$ cat src/rtl/dcache_tag_ctrl.sv
// Tag SRAM controller for the dcache: power-on invalidate sweep, 1-cycle lookup pipeline, write port.
// Optional macro DCACHE_TAG_BYPASS_EN forwards same-index write data to a colliding lookup.
module dcache_tag_ctrl #(
  parameter int unsigned DATA_WIDTH = 21,
  parameter int unsigned ADDR_WIDTH = 8
) (
  input  logic                  clk_i,
  input  logic                  rst_i,
  input  logic                  lkp_valid_i,
  output logic                  lkp_ready_o,
  input  logic [ADDR_WIDTH-1:0] lkp_index_i,
  input  logic [DATA_WIDTH-2:0] lkp_tag_i,
  output logic                  rsp_valid_o,
  output logic                  rsp_hit_o,
  output logic [DATA_WIDTH-1:0] rsp_entry_o,
  input  logic                  wr_valid_i,
  output logic                  wr_ready_o,
  input  logic [ADDR_WIDTH-1:0] wr_index_i,
  input  logic [DATA_WIDTH-1:0] wr_entry_i,
  output logic                  init_done_o,
  output logic                  csb0_o,
  output logic [ADDR_WIDTH-1:0] addr0_o,
  output logic [DATA_WIDTH-1:0] din0_o,
  output logic                  csb1_o,
  output logic [ADDR_WIDTH-1:0] addr1_o,
  input  logic [DATA_WIDTH-1:0] dout1_i
);

  localparam logic [0:0] StInit = 1'b0;
  localparam logic [0:0] StRun  = 1'b1;

  logic [0:0]            state_q, state_d;
  logic [ADDR_WIDTH-1:0] sweep_q, sweep_d;
  logic                  rsp_valid_q;
  logic [DATA_WIDTH-2:0] tag_q;
  logic                  in_init, in_run, wr_fire, same_idx, lkp_fire, rd_en;
  logic [DATA_WIDTH-1:0] resp_entry;
`ifdef DCACHE_TAG_BYPASS_EN
  logic                  fwd_q;
  logic [DATA_WIDTH-1:0] fwd_entry_q;
`endif

  // Outputs are forced idle during the reset cycle even though state_q has not yet returned to INIT.
  always_comb begin
    in_init  = (state_q == StInit) && !rst_i;
    in_run   = (state_q == StRun) && !rst_i;
    wr_fire  = wr_valid_i && in_run;
    same_idx = wr_fire && (lkp_index_i == wr_index_i);
`ifdef DCACHE_TAG_BYPASS_EN
    lkp_ready_o = in_run;
    lkp_fire    = lkp_valid_i && lkp_ready_o;
    rd_en       = lkp_fire && !same_idx;
`else
    lkp_ready_o = in_run && !same_idx;
    lkp_fire    = lkp_valid_i && lkp_ready_o;
    rd_en       = lkp_fire;
`endif
    wr_ready_o  = in_run;
    init_done_o = in_run;
    csb0_o      = !(in_init || wr_fire);
    addr0_o     = in_init ? sweep_q : wr_index_i;
    din0_o      = in_init ? '0 : wr_entry_i;
    csb1_o      = !rd_en;
    addr1_o     = lkp_index_i;
  end

  always_comb begin
    state_d = state_q;
    sweep_d = sweep_q;
    if (state_q == StInit) begin
      sweep_d = sweep_q + 1'b1;
      if (sweep_q == '1) begin
        state_d = StRun;
      end
    end
  end

  always_comb begin
`ifdef DCACHE_TAG_BYPASS_EN
    resp_entry = fwd_q ? fwd_entry_q : dout1_i;
`else
    resp_entry = dout1_i;
`endif
    rsp_valid_o = rsp_valid_q && !rst_i;
    rsp_entry_o = rsp_valid_o ? resp_entry : '0;
    rsp_hit_o   = rsp_valid_o && resp_entry[DATA_WIDTH-1] &&
                  (resp_entry[DATA_WIDTH-2:0] == tag_q);
  end

  always_ff @(posedge clk_i) begin
    if (rst_i) begin
      state_q     <= StInit;
      sweep_q     <= '0;
      rsp_valid_q <= 1'b0;
      tag_q       <= '0;
    end else begin
      state_q     <= state_d;
      sweep_q     <= sweep_d;
      rsp_valid_q <= lkp_fire;
      if (lkp_fire) begin
        tag_q <= lkp_tag_i;
      end
    end
  end

`ifdef DCACHE_TAG_BYPASS_EN
  always_ff @(posedge clk_i) begin
    if (rst_i) begin
      fwd_q       <= 1'b0;
      fwd_entry_q <= '0;
    end else begin
      fwd_q <= lkp_fire && same_idx;
      if (lkp_fire && same_idx) begin
        fwd_entry_q <= wr_entry_i;
      end
    end
  end
`endif

endmodule
$ cat config.mk
export PLATFORM = sky130hd
export DESIGN_NAME = dcache_tag_ctrl
export DESIGN_NICKNAME = d
export VERILOG_FILES = /design/src/rtl/dcache_tag_ctrl.sv
export SDC_FILE = /design/constraint.sdc
export NUM_CORES = 1
export LEC_CHECK = 0
export CORE_ASPECT_RATIO = 1.2
export CORE_MARGIN = 2
export CORE_UTILIZATION = 42
export DETAILED_ROUTE_END_ITERATION = 16
export PLACE_DENSITY = 0.95
export SETUP_SLACK_MARGIN = 0.1
export SLEW_MARGIN = 15
export SYNTH_ARGS = -nofsm -noshare
export SYNTH_HDL_FRONTEND = slang
export SYNTH_SLANG_ARGS = --single-unit
$ cat constraint.sdc
create_clock -name clk_i -period 2.9 [get_ports clk_i]
set_clock_uncertainty 0.15 [all_clocks]
set_input_delay 0.725 -clock clk_i [delete_from_list [all_inputs] [get_ports clk_i]]
set_output_delay 0.725 -clock clk_i [all_outputs]
set_load 0.01 [all_outputs]
==> metrics.txt, run 1 <==
# TYPE chip_impl_metric gauge
chip_impl_metric{name="finalInstanceArea",unit="sq um"} 4260
chip_impl_metric{name="start_util",unit="%"} 43.9
chip_impl_metric{name="wl_met3",unit="microns"} 764
chip_impl_metric{name="antenna_violations_before_repair",unit=""} 0
chip_impl_info{name="cp_top_family",value="buffers and inverters"} 1
chip_impl_metric{name="wl_met2",unit="microns"} 4700
chip_impl_metric{name="synthesis.area_per_instance",unit="sq um"} 7.98
chip_impl_info{name="outcome",value="completed"} 1
chip_impl_metric{name="layout-drive-gt1-share",unit="%"} 15.4
chip_impl_info{name="rsz0062_at_grt",value="true"} 1
chip_impl_metric{name="yosysWarningCount",unit=""} 0
chip_impl_info{name="dominantRegCellSynth",value="dfxtp_1"} 1
chip_impl_metric{name="place.detailed.instances",unit=""} 530
chip_impl_metric{name="slew_headroom",unit="%"} 62.4
chip_impl_metric{name="number_of_global_route_vias_before_repair",unit=""} 2868
chip_impl_metric{name="regToRegSetupSlack",unit="ns"} 1.09
chip_impl_info{name="critical_path.startpoint",value="dout1_i[1]"} 1
chip_impl_info{name="worstSetupEndpointType",value="output pin"} 1
chip_impl_metric{name="route.detailed.drc",unit=""} 0
chip_impl_metric{name="total_number_of_h_tree_levels",unit=""} 2
chip_impl_info{name="timing.hold.worst.class",value="reg2reg"} 1
chip_impl_metric{name="worst_r2r_path_depth",unit=""} 5
chip_impl_metric{name="cts.path.max_buffers",unit=""} 2
chip_impl_metric{name="synthesis.nets",unit=""} 399
chip_impl_metric{name="wl_per_cell",unit="microns"} 16.3
chip_impl_metric{name="vias",unit=""} 2973
chip_impl_metric{name="design.portCount",unit=""} 147
chip_impl_metric{name="share_clk_of_total_power",unit="%"} 32.1
chip_impl_metric{name="final_cell_count_no_fill",unit=""} 541
chip_impl_info{name="critPathSlowestCell",value="clkdlybuf4s50_1"} 1
chip_impl_metric{name="hold_violations",unit=""} 0
chip_impl_info{name="route.top_layer_used",value="met4"} 1
chip_impl_metric{name="critical_path.max_fanout",unit=""} 2
chip_impl_metric{name="fin_crit_sh",unit="%"} 97.0
chip_impl_metric{name="cp.required",unit="ns"} 2.03
chip_impl_metric{name="layout_setup_ws",unit="ns"} 0.0863
chip_impl_metric{name="seqPwrFrac",unit="%"} 38.1
chip_impl_metric{name="dpl_cell_area",unit="sq um"} 4050
chip_impl_metric{name="largest_net_degree_at_the_start_of_global_routing",unit=""} 41
chip_impl_metric{name="detailedPlace.worstSlack",unit="ns"} -0.605
chip_impl_metric{name="dr.pass1.iters",unit=""} 4
chip_impl_info{name="r2r-start",value="state_q"} 1
chip_impl_metric{name="num_antenna_cells",unit=""} 0
chip_impl_metric{name="timing_max_transition_violations_final",unit=""} 0
chip_impl_info{name="clockRootBuffer",value="clkbuf_8"} 1
chip_impl_metric{name="cell_internal_pwr",unit="mW"} 0.794
chip_impl_metric{name="p_comb_share",unit="%"} 29.8
chip_impl_metric{name="part_of_the_yosys_area_used_for_sequential_elements",unit="%"} 23.8
chip_impl_metric{name="overflow",unit=""} 0
chip_impl_metric{name="dp_hpwl",unit="microns"} 6360
chip_impl_metric{name="fin_tns_setup",unit="ns"} 0
chip_impl_metric{name="dieWidth",unit="microns"} 74.7
chip_impl_metric{name="clk_transition_reported_paths",unit="ns"} 0.07
chip_impl_metric{name="finalCriticalPeriod",unit="ns"} 2.81
chip_impl_metric{name="areaGrowthSynthToFinish",unit="%"} 68.8
chip_impl_metric{name="worstHoldPathCells",unit=""} 2
chip_impl_metric{name="cap_viol_max_count",unit=""} 0
chip_impl_metric{name="layout.filler_cells",unit=""} 422
chip_impl_metric{name="netlist-cell-type-count",unit=""} 36
chip_impl_metric{name="synth-seq-cells",unit=""} 30
chip_impl_info{name="hold_path_end",value="sweep_q[5]"} 1
chip_impl_metric{name="drt_iter0_markers",unit=""} 323
chip_impl_metric{name="maximum_clock_frequency",unit="GHz"} 0.355
chip_impl_metric{name="critical_path.n_buffers_inverters",unit=""} 2
chip_impl_metric{name="switching_share",unit="%"} 28.4
chip_impl_metric{name="core_region_area",unit="sq um"} 5740
chip_impl_metric{name="postSynthCellCount",unit=""} 316
chip_impl_metric{name="insertion_delay",unit="ns"} 0.28
chip_impl_metric{name="detail_route.wirelength",unit="microns"} 8800
chip_impl_metric{name="timing.critical_path.arrival",unit="ns"} 1.94
chip_impl_metric{name="cts_inserted_buffers",unit=""} 5
chip_impl_info{name="final_common_cell",value="clkdlybuf4s50_1"} 1
chip_impl_info{name="cts_tree",value="yes"} 1
chip_impl_metric{name="power_leakage",unit="nW"} 2.16
chip_impl_metric{name="final_report_setup_violation_count",unit=""} 0
chip_impl_metric{name="die_area",unit="sq um"} 6640
chip_impl_metric{name="met1Wirelength",unit="microns"} 3150
chip_impl_metric{name="via_per_inst",unit=""} 5.50
chip_impl_metric{name="place.gp.congestion",unit=""} 0.858
chip_impl_metric{name="power.density",unit="nW/um^2"} 260
chip_impl_info{name="cp-start-kind",value="input port"} 1
chip_impl_metric{name="cts_sinks",unit=""} 30
chip_impl_info{name="mostFrequentLayoutCells",value="clkdlybuf4s50_1 (66), dlygate4sd2_1 (42), nor2b_1 (37)"} 1
chip_impl_metric{name="tightestPinTransition",unit="ns"} 0.563
chip_impl_metric{name="layout.nets",unit=""} 543
chip_impl_info{name="worstPathCellList",value="clkdlybuf4s50_1, xnor2_1, nand4_1, nor4_1, buf_2"} 1
chip_impl_metric{name="first_pass_grt_wire_length",unit="microns"} 12800
chip_impl_metric{name="row_count",unit=""} 30
chip_impl_info{name="worstSetupPathType",value="in2out"} 1
chip_impl_info{name="worst_r2r_endpoint",value="tag_q[14]"} 1
chip_impl_metric{name="peakVddDrop",unit="mV"} 0.219
chip_impl_metric{name="max_stage_delay",unit="ns"} 0.49
chip_impl_metric{name="synth_enable_flop_cells",unit=""} 0
chip_impl_metric{name="global_route.usage.total",unit="%"} 24.6
chip_impl_info{name="worstHoldStart",value="sweep_q[5]"} 1
chip_impl_metric{name="buffer_ports.inserted",unit=""} 146
chip_impl_metric{name="async_flop_share",unit="%"} 0
chip_impl_metric{name="switchingPower",unit="mW"} 0.315
chip_impl_metric{name="final_antenna_violating_net_count",unit=""} 0
chip_impl_metric{name="chipHeight",unit="microns"} 88.9
chip_impl_metric{name="synthesis.area",unit="sq um"} 2520
-- stage by stage --
stage	utilization, %	hold slack (ns)	power (mW)
after detailed placement	70.5	0.362	0.770
after CTS	72.1	0.373	1.11
final	74.2	0.371	1.11
after floorplan	-	0.322	0.565
after global routing	74.2	0.407	1.14
after global placement	70.5	0.340	0.764
-- worst reg2reg max path: cells and delay by family (launching register included) --
family                 cells  cell delay [ns]
buffers and inverters      1             0.26
flip-flops                 1             0.59
AND/OR/NAND/NOR            3             0.58
AO/OA/AOI/OAI              1             0.16
-- registers in the layout, indices dropped and copies added, names as in the netlist --
name         count
sweep_q          8
tag_q           20
rsp_valid_q      1
state_q          1
-- area by class of cell --
class,instances,area (sq um),share of cell area [%]
clock buffer,6,82.6,1.94
multi-input combinational,248,1800,42.2
timing repair buffer,174,1660,39.0
clock inverter,2,12.5,0.294
inverter,1,3.75,0.0881
tap,80,100,2.35
sequential,30,601,14.1
-- worst max-delay path by stage --
stage | endpoint | slack [ns] | cells after the start
global route | rsp_entry_o[1] | 0.06 | 5
global placement | rsp_hit_o | -0.56 | 6
finish | rsp_hit_o | 0.09 | 5
CTS | rsp_entry_o[6] | -0.01 | 5
floorplan | rsp_hit_o | 0.35 | 5
detailed placement | rsp_hit_o | -0.61 | 6
-- power groups by stage --
stage	combinational [mW]	clock (mW)	sequential, mW
2_1_floorplan	0.135	0	0.430
3_3_place_gp	0.332	0	0.432
3_5_place_dp	0.338	0	0.432
4_1_cts	0.327	0.358	0.422
5_1_grt	0.353	0.369	0.423
6_report	0.330	0.356	0.422
-- layer usage --
| metal | vias to the layer above | GRT usage (%) |
|---|---|---|
| met3 | 17 | 6.43 |
| met5 | - | 0 |
| met2 | 161 | 45.9 |
| li1 | 1395 | - |
| met1 | 1400 | 26.5 |
| met4 | 0 | 8.28 |
-- synth_stat cells, types with 6 or more instances --
cell	n	share of area (%)
nor2b_1	39	9.7
dfxtp_1	30	24
nand3_1	23	4.6
nand4_1	23	5.7
xnor2_1	23	8.0
and2_1	22	5.5
o21ai_0	21	4.2
a22oi_1	20	6.0
nor3b_1	20	6.0
buf_4	12	3.6
buf_2	11	2.2
xor2_1	11	3.8
clkbuf_1	10	1.5
nor2_1	9	1.3
mux2_2	8	3.6
and2b_1	6	1.8
-- what timing repair did --
item,CTS,global route
hold buffers,0,0
buffers inserted,3,0
resized for setup,67,49
pin swaps,17,12
endpoints found under the setup margin,55,32
-- logic make-up (layout without fill, tap and decap cells) --
group / after synthesis / count (layout) / share of synthesized area, %
compound gates: 47 / 47 / 12.0
xor+xnor: 34 / 34 / 11.8
fa+ha+maj: 1 / 1 / 0.496
buf+inv: 38 / 183 / 8.88
flops: 30 / 30 / 23.8
mux: 9 / 9 / 3.97
simple gates: 157 / 157 / 39.1
No activity file was read; power rests on OpenSTA's default activity.
==> inputs of run 2 (changes only) <==
--- a/config.mk
+++ b/config.mk
@@ -7,7 +7,9 @@
 export LEC_CHECK = 0
 export CORE_ASPECT_RATIO = 1.2
 export CORE_MARGIN = 2
-export CORE_UTILIZATION = 42
+export CORE_UTILIZATION = 43
+export CTS_BUF_LIST = sky130_fd_sc_hd__clkbuf_8
+export CTS_CLUSTER_SIZE = 14
 export DETAILED_ROUTE_END_ITERATION = 16
 export PLACE_DENSITY = 0.95
 export SETUP_SLACK_MARGIN = 0.1
==> run 2 against run 1 <==
Via count decreased by 2.1%. First-iteration DRC count increased by 29%. Setup slack got worse by 0.033 ns. Largest power group unchanged.
==> metrics.txt, run 2 (synthesized netlist as in run 1, its figures left out) <==
# TYPE chip_impl_metric gauge
chip_impl_info{name="outcome",value="completed"} 1
chip_impl_info{name="mostFrequentLayoutCells",value="clkdlybuf4s50_1 (95), nor2b_1 (37), dlygate4sd2_1 (30)"} 1
chip_impl_metric{name="fin_tns_setup",unit="ns"} 0
chip_impl_metric{name="largest_net_degree_at_the_start_of_global_routing",unit=""} 41
chip_impl_info{name="timing.hold.worst.class",value="reg2reg"} 1
chip_impl_metric{name="dpl_cell_area",unit="sq um"} 4000
chip_impl_info{name="worstSetupPathType",value="in2out"} 1
chip_impl_info{name="worstPathCellList",value="clkdlybuf4s50_1, xnor2_2, nand4_1, nor4_2, buf_2"} 1
chip_impl_metric{name="switchingPower",unit="mW"} 0.304
chip_impl_metric{name="drt_iter0_markers",unit=""} 418
chip_impl_metric{name="max_reg_flops",unit=""} 20
chip_impl_metric{name="finalCriticalPeriod",unit="ns"} 2.85
chip_impl_metric{name="critical_path.max_fanout",unit=""} 2
chip_impl_metric{name="core_region_area",unit="sq um"} 5670
chip_impl_info{name="r2r-start",value="state_q"} 1
chip_impl_metric{name="vias",unit=""} 2912
chip_impl_metric{name="totalPowerFinal",unit="mW"} 1.11
chip_impl_metric{name="maximum_clock_frequency",unit="GHz"} 0.351
chip_impl_metric{name="insertion_delay",unit="ns"} 0.27
chip_impl_metric{name="final_report_setup_violation_count",unit=""} 0
chip_impl_metric{name="die_area",unit="sq um"} 6500
chip_impl_metric{name="start_util",unit="%"} 44.5
chip_impl_metric{name="cts_sinks",unit=""} 30
chip_impl_metric{name="timing.critical_path.arrival",unit="ns"} 1.97
chip_impl_metric{name="first_pass_grt_wire_length",unit="microns"} 12700
chip_impl_metric{name="antenna_violations_before_repair",unit=""} 0
chip_impl_metric{name="tightestPinTransition",unit="ns"} 0.567
chip_impl_info{name="critPathSlowestCell",value="clkdlybuf4s50_1"} 1
chip_impl_info{name="gr-max-usage-layer",value="met2"} 1
chip_impl_info{name="reg.largest.list",value="tag_q: 20 flops, sweep_q: 8 flops"} 1
chip_impl_metric{name="p_comb_share",unit="%"} 31.3
chip_impl_metric{name="layout.nets",unit=""} 544
chip_impl_metric{name="detail_route.wirelength",unit="microns"} 8260
chip_impl_metric{name="cell_internal_pwr",unit="mW"} 0.808
chip_impl_metric{name="cp.required",unit="ns"} 2.03
chip_impl_info{name="clockRootBuffer",value="clkbuf_8"} 1
chip_impl_metric{name="postCtsHoldBufs",unit=""} 0
chip_impl_metric{name="layout_setup_ws",unit="ns"} 0.0535
chip_impl_metric{name="layout.core_utilization",unit="%"} 75.1
chip_impl_metric{name="via_per_inst",unit=""} 5.37
chip_impl_metric{name="design.portCount",unit=""} 147
chip_impl_metric{name="regToRegSetupSlack",unit="ns"} 1.34
chip_impl_info{name="worst_r2r_endpoint",value="tag_q[14]"} 1
chip_impl_metric{name="slew_headroom",unit="%"} 62.1
chip_impl_metric{name="global_route.usage.met2",unit="%"} 47.4
chip_impl_metric{name="cap_viol_max_count",unit=""} 0
chip_impl_metric{name="fin_crit_sh",unit="%"} 98.2
chip_impl_metric{name="number_of_global_route_vias_before_repair",unit=""} 2831
chip_impl_metric{name="cts.path.max_buffers",unit=""} 2
chip_impl_metric{name="wl_per_cell",unit="microns"} 15.2
chip_impl_metric{name="chipHeight",unit="microns"} 87.9
chip_impl_metric{name="total_number_of_h_tree_levels",unit=""} 2
chip_impl_metric{name="final_antenna_violating_net_count",unit=""} 0
chip_impl_metric{name="share_clk_of_total_power",unit="%"} 30.7
chip_impl_metric{name="route.detailed.drc",unit=""} 0
chip_impl_metric{name="place.gp.congestion",unit=""} 0.816
chip_impl_info{name="cts_tree",value="yes"} 1
chip_impl_metric{name="worstHoldPathCells",unit=""} 2
chip_impl_info{name="worstSetupEndpointType",value="output pin"} 1
chip_impl_metric{name="dr.pass1.iters",unit=""} 5
chip_impl_metric{name="peakVddDrop",unit="mV"} 0.214
chip_impl_metric{name="layout-drive-gt1-share",unit="%"} 14.9
chip_impl_metric{name="detailedPlace.worstSlack",unit="ns"} -0.595
chip_impl_metric{name="power.density",unit="nW/um^2"} 262
chip_impl_metric{name="switching_share",unit="%"} 27.3
chip_impl_info{name="top_register",value="tag_q"} 1
chip_impl_info{name="rsz0062_at_grt",value="true"} 1
chip_impl_metric{name="num_antenna_cells",unit=""} 0
chip_impl_metric{name="areaGrowthSynthToFinish",unit="%"} 68.7
chip_impl_info{name="cp-start-kind",value="input port"} 1
chip_impl_metric{name="worst_r2r_path_depth",unit=""} 5
chip_impl_metric{name="overflow",unit=""} 0
chip_impl_metric{name="row_count",unit=""} 30
chip_impl_metric{name="finalInstanceArea",unit="sq um"} 4250
chip_impl_metric{name="timing_max_transition_violations_final",unit=""} 0
chip_impl_metric{name="dieWidth",unit="microns"} 73.9
chip_impl_metric{name="power_leakage",unit="nW"} 1.93
chip_impl_metric{name="global_route.usage.total",unit="%"} 24.7
chip_impl_metric{name="buffer_ports.inserted",unit=""} 146
chip_impl_metric{name="clk_transition_reported_paths",unit="ns"} 0.06
chip_impl_info{name="worstHoldStart",value="sweep_q[5]"} 1
chip_impl_metric{name="layout.filler_cells",unit=""} 393
chip_impl_metric{name="max_stage_delay",unit="ns"} 0.51
chip_impl_metric{name="dp_hpwl",unit="microns"} 6010
chip_impl_metric{name="cts_inserted_buffers",unit=""} 5
chip_impl_info{name="final_common_cell",value="clkdlybuf4s50_1"} 1
chip_impl_info{name="hold_path_end",value="sweep_q[5]"} 1
chip_impl_metric{name="seqPwrFrac",unit="%"} 38.0
chip_impl_metric{name="grtUsageMet1",unit="%"} 26.0
chip_impl_metric{name="groute.layer.met3.usage",unit="%"} 6.56
chip_impl_metric{name="hold_violations",unit=""} 0
## run 2: cell count changes in the layout (fill, tap and decap cells not counted), moves of 2 or more
cell / delta
dlymetal6s2s_1: -14
buf_6: +3
dlygate4sd2_1: -12
clkbuf_2: -2
buf_4: -2
clkdlybuf4s50_1: +29
## run 2: power groups by stage
stage / registers, mW / logic (mW) / clock network [mW]
floorplan: 0.430 / 0.135 / 0
CTS: 0.422 / 0.340 / 0.347
global route: 0.423 / 0.372 / 0.362
detailed placement: 0.432 / 0.330 / 0
global placement: 0.431 / 0.325 / 0
finish: 0.423 / 0.349 / 0.341
## run 2: cell type report
type                       instances  area, sq um  share of cell area [%]
multi-input combinational        248         1790                    42.1
clock inverter                     2         8.76                   0.206
timing repair buffer             175         1670                    39.1
inverter                           1         3.75                  0.0882
sequential                        30          602                    14.1
tap                               80          100                    2.35
clock buffer                       6         82.6                    1.94
## run 2: worst max path at each step
stage,from,end,slack [ns],cells after the start
6_report,dout1_i[16],rsp_hit_o,0.05,5
5_1_grt,dout1_i[16],rsp_hit_o,-0.02,5
4_1_cts,dout1_i[16],rsp_hit_o,0.10,5
3_5_place_dp,dout1_i[14],rsp_hit_o,-0.60,6
3_3_place_gp,dout1_i[14],rsp_hit_o,-0.56,6
2_1_floorplan,rst_i,rsp_hit_o,0.35,5
## run 2: worst max-delay path: cells and delay by family
family | cells | cell delay (ns)
buffers and inverters | 2 | 0.69
and+or+nand+nor | 2 | 0.42
xor gates and xnor gates | 1 | 0.13
## run 2: metrics by stage
stage / hold WS (ns) / instances
finish: 0.377 / 542
global placement: 0.347 / 523
floorplan: 0.322 / 316
detailed placement: 0.363 / 523
global route: 0.400 / 542
CTS: 0.372 / 541
## run 2: layer usage
layer | vias to the layer above | share of wire, %
met4 | 0 | 1.5
met1 | 1330 | 36
met2 | 173 | 53
met5 | - | 0
met3 | 12 | 8.7
li1 | 1397 | -
## run 2: repair_timing
action / in CTS / in global routing
gates resized for setup: 54 / 30
endpoints found under the setup margin: 36 / 32
buffers inserted: 10 / 0
cloned: 0 / 1
pin swaps: 13 / 11
==> inputs of run 3 (changes only) <==
--- a/config.mk
+++ b/config.mk
@@ -5,14 +5,15 @@
 export SDC_FILE = /design/constraint.sdc
 export NUM_CORES = 1
 export LEC_CHECK = 0
+export CAP_MARGIN = 20
 export CORE_ASPECT_RATIO = 1.2
 export CORE_MARGIN = 2
 export CORE_UTILIZATION = 43
 export CTS_BUF_LIST = sky130_fd_sc_hd__clkbuf_8
 export CTS_CLUSTER_SIZE = 14
 export DETAILED_ROUTE_END_ITERATION = 16
+export GPL_ROUTABILITY_DRIVEN = 0
 export PLACE_DENSITY = 0.95
-export SETUP_SLACK_MARGIN = 0.1
 export SLEW_MARGIN = 15
 export SYNTH_ARGS = -nofsm -noshare
 export SYNTH_HDL_FRONTEND = slang
==> run 3 against run 2 <==
Critical path depth is the same. Combinational power down 2%. Total power decreased by 0.55%. Clock-buffer cell count is the same. Global-route usage shrank 0.78 points. Hold slack barely moved. First-iteration DRC count down 6.7%. Wire length down 3.8%. Maximum frequency fell by 1.7%. Critical endpoint unchanged.
==> metrics.txt, run 3 (synthesized netlist as in run 1, its figures left out) <==
# TYPE chip_impl_metric gauge
chip_impl_metric{name="cts_inserted_buffers",unit=""} 5
chip_impl_metric{name="hold_violations",unit=""} 0
chip_impl_metric{name="chipHeight",unit="microns"} 87.9
chip_impl_info{name="clockRootBuffer",value="clkbuf_8"} 1
chip_impl_info{name="worstHoldStart",value="sweep_q[5]"} 1
chip_impl_metric{name="antenna_violations_before_repair",unit=""} 0
chip_impl_metric{name="peakVddDrop",unit="mV"} 0.201
chip_impl_info{name="rsz0062_at_grt",value="true"} 1
chip_impl_metric{name="detail_route.wirelength",unit="microns"} 7950
chip_impl_info{name="hold_path_end",value="sweep_q[5]"} 1
chip_impl_metric{name="power.density",unit="nW/um^2"} 265
chip_impl_info{name="r2r-start",value="state_q"} 1
chip_impl_metric{name="drt_iter0_markers",unit=""} 390
chip_impl_info{name="worst_r2r_endpoint",value="tag_q[14]"} 1
chip_impl_metric{name="critical_path.max_fanout",unit=""} 2
chip_impl_metric{name="slew_headroom",unit="%"} 61.7
chip_impl_metric{name="vias",unit=""} 2881
chip_impl_metric{name="regToRegSetupSlack",unit="ns"} 1.23
chip_impl_metric{name="dp_hpwl",unit="microns"} 6010
chip_impl_info{name="cp-start-kind",value="input port"} 1
chip_impl_info{name="top_register",value="tag_q"} 1
chip_impl_metric{name="layout.core_utilization",unit="%"} 73.7
chip_impl_info{name="mostFrequentLayoutCells",value="clkdlybuf4s50_1 (123), nor2b_1 (37), dfxtp_1 (30)"} 1
chip_impl_metric{name="buffer_ports.inserted",unit=""} 146
chip_impl_metric{name="power_leakage",unit="nW"} 1.70
chip_impl_metric{name="maximum_clock_frequency",unit="GHz"} 0.345
chip_impl_metric{name="die_area",unit="sq um"} 6500
chip_impl_metric{name="finalCriticalPeriod",unit="ns"} 2.90
chip_impl_metric{name="insertion_delay",unit="ns"} 0.27
chip_impl_metric{name="layout_setup_ws",unit="ns"} 0.00283
chip_impl_metric{name="cts.path.max_buffers",unit=""} 2
chip_impl_metric{name="core_region_area",unit="sq um"} 5670
chip_impl_metric{name="critical_path.n_buffers_inverters",unit=""} 2
chip_impl_info{name="cp_top_family",value="buffers and inverters"} 1
chip_impl_metric{name="areaGrowthSynthToFinish",unit="%"} 65.5
chip_impl_metric{name="total_number_of_h_tree_levels",unit=""} 2
chip_impl_metric{name="layout.nets",unit=""} 536
chip_impl_metric{name="wl_per_cell",unit="microns"} 14.9
chip_impl_info{name="outcome",value="completed"} 1
chip_impl_info{name="final_common_cell",value="clkdlybuf4s50_1"} 1
chip_impl_metric{name="layout-drive-gt1-share",unit="%"} 12.8
chip_impl_metric{name="global_route.usage.total",unit="%"} 23.9
chip_impl_metric{name="fin_tns_setup",unit="ns"} 0
chip_impl_metric{name="dieWidth",unit="microns"} 73.9
chip_impl_metric{name="worst_r2r_path_depth",unit=""} 5
chip_impl_metric{name="via_per_inst",unit=""} 5.40
chip_impl_metric{name="final_antenna_violating_net_count",unit=""} 0
chip_impl_metric{name="holdWs",unit="ns"} 0.377
chip_impl_metric{name="design.portCount",unit=""} 147
chip_impl_metric{name="clk_transition_reported_paths",unit="ns"} 0.06
chip_impl_metric{name="cap_viol_max_count",unit=""} 0
chip_impl_metric{name="detailedPlace.worstSlack",unit="ns"} -0.595
chip_impl_metric{name="first_pass_grt_wire_length",unit="microns"} 12300
chip_impl_metric{name="worstHoldPathCells",unit=""} 2
chip_impl_metric{name="max_reg_flops",unit=""} 20
chip_impl_metric{name="overflow",unit=""} 0
chip_impl_metric{name="timing_max_transition_violations_final",unit=""} 0
chip_impl_metric{name="route.detailed.drc",unit=""} 0
chip_impl_info{name="reg.largest.list",value="tag_q: 20 flops, sweep_q: 8 flops"} 1
chip_impl_metric{name="num_antenna_cells",unit=""} 0
chip_impl_metric{name="fin_crit_sh",unit="%"} 99.9
chip_impl_info{name="cts_tree",value="yes"} 1
chip_impl_metric{name="cts_sinks",unit=""} 30
chip_impl_metric{name="number_of_global_route_vias_before_repair",unit=""} 2791
chip_impl_metric{name="totalPowerFinal",unit="mW"} 1.11
chip_impl_info{name="worstPathCellList",value="clkdlybuf4s50_1, xnor2_1, nand4_1, nor4_1, buf_2"} 1
chip_impl_metric{name="layout.filler_cells",unit=""} 413
chip_impl_metric{name="tightestPinTransition",unit="ns"} 0.572
chip_impl_metric{name="final_report_setup_violation_count",unit=""} 0
chip_impl_metric{name="max_stage_delay",unit="ns"} 0.53
chip_impl_metric{name="largest_net_degree_at_the_start_of_global_routing",unit=""} 41
chip_impl_metric{name="dr.pass1.iters",unit=""} 7
chip_impl_metric{name="start_util",unit="%"} 44.5
chip_impl_info{name="critPathSlowestCell",value="clkdlybuf4s50_1"} 1
chip_impl_info{name="worstSetupEndpointType",value="output pin"} 1
chip_impl_metric{name="postCtsHoldBufs",unit=""} 0
chip_impl_metric{name="row_count",unit=""} 30
chip_impl_metric{name="timing.critical_path.arrival",unit="ns"} 2.02
chip_impl_info{name="timing.hold.worst.class",value="reg2reg"} 1
chip_impl_info{name="worstSetupPathType",value="in2out"} 1
chip_impl_metric{name="cp.required",unit="ns"} 2.03
-- run 3: worst reg2reg max path, stage by stage (launching register included) --
cell and delay [ns]:
dfxtp_1 0.54, nand2_2 0.08, buf_4 0.26, nor3b_1 0.34, o21ai_0 0.15, nand3_1 0.10
-- run 3: routing by layer --
metal  track usage [%]  part of all wire (%)
met5                 0                     0
met4              7.11                   1.3
met3              6.56                   9.1
met2              44.9                    54
met1              25.7                    36
-- run 3: per-stage QoR --
step / instance area [sq um] / std cells
floorplan: 2520 / 316
global placement: 4000 / 523
detailed placement: 4000 / 523
CTS: 4090 / 534
global route: 4180 / 534
finish: 4180 / 534
-- run 3: what timing repair did --
item,4_1_cts,5_1_grt
setup buffers,3,0
setup endpoints to repair,4,25
gates resized for setup,26,20
pin swaps,9,9
-- run 3: final cells by class --
| class | instances | area (sq um) | area share [%] |
|---|---|---|---|
| Timing Repair Buffer | 167 | 1610 | 38.5 |
| Multi-Input combinational cell | 248 | 1770 | 42.5 |
| Inverter | 1 | 3.75 | 0.0899 |
| Clock buffer | 6 | 82.6 | 1.98 |
| Tap cell | 80 | 100 | 2.40 |
| Clock inverter | 2 | 8.76 | 0.210 |
| Sequential cell | 30 | 601 | 14.4 |
-- run 3: worst max path at each step --
stage,from,to,slack (ns),cells after the start
final,dout1_i[9],rsp_hit_o,0.003,5
after CTS,dout1_i[14],rsp_hit_o,-0.04,6
after detailed placement,dout1_i[14],rsp_hit_o,-0.60,6
after floorplan,rst_i,rsp_hit_o,0.35,5
after global routing,dout1_i[9],rsp_hit_o,-0.01,5
after global placement,dout1_i[14],rsp_hit_o,-0.56,6
-- run 3: power by group --
part | total (mW) | internal, mW | switching (mW) | leakage, nW
Sequential | 0.422 | 0.416 | 0.00679 | 0.242
Combinational | 0.342 | 0.204 | 0.139 | 1.40
Clock | 0.342 | 0.188 | 0.154 | 0.0524
Total | 1.11 | 0.807 | 0.299 | 1.70
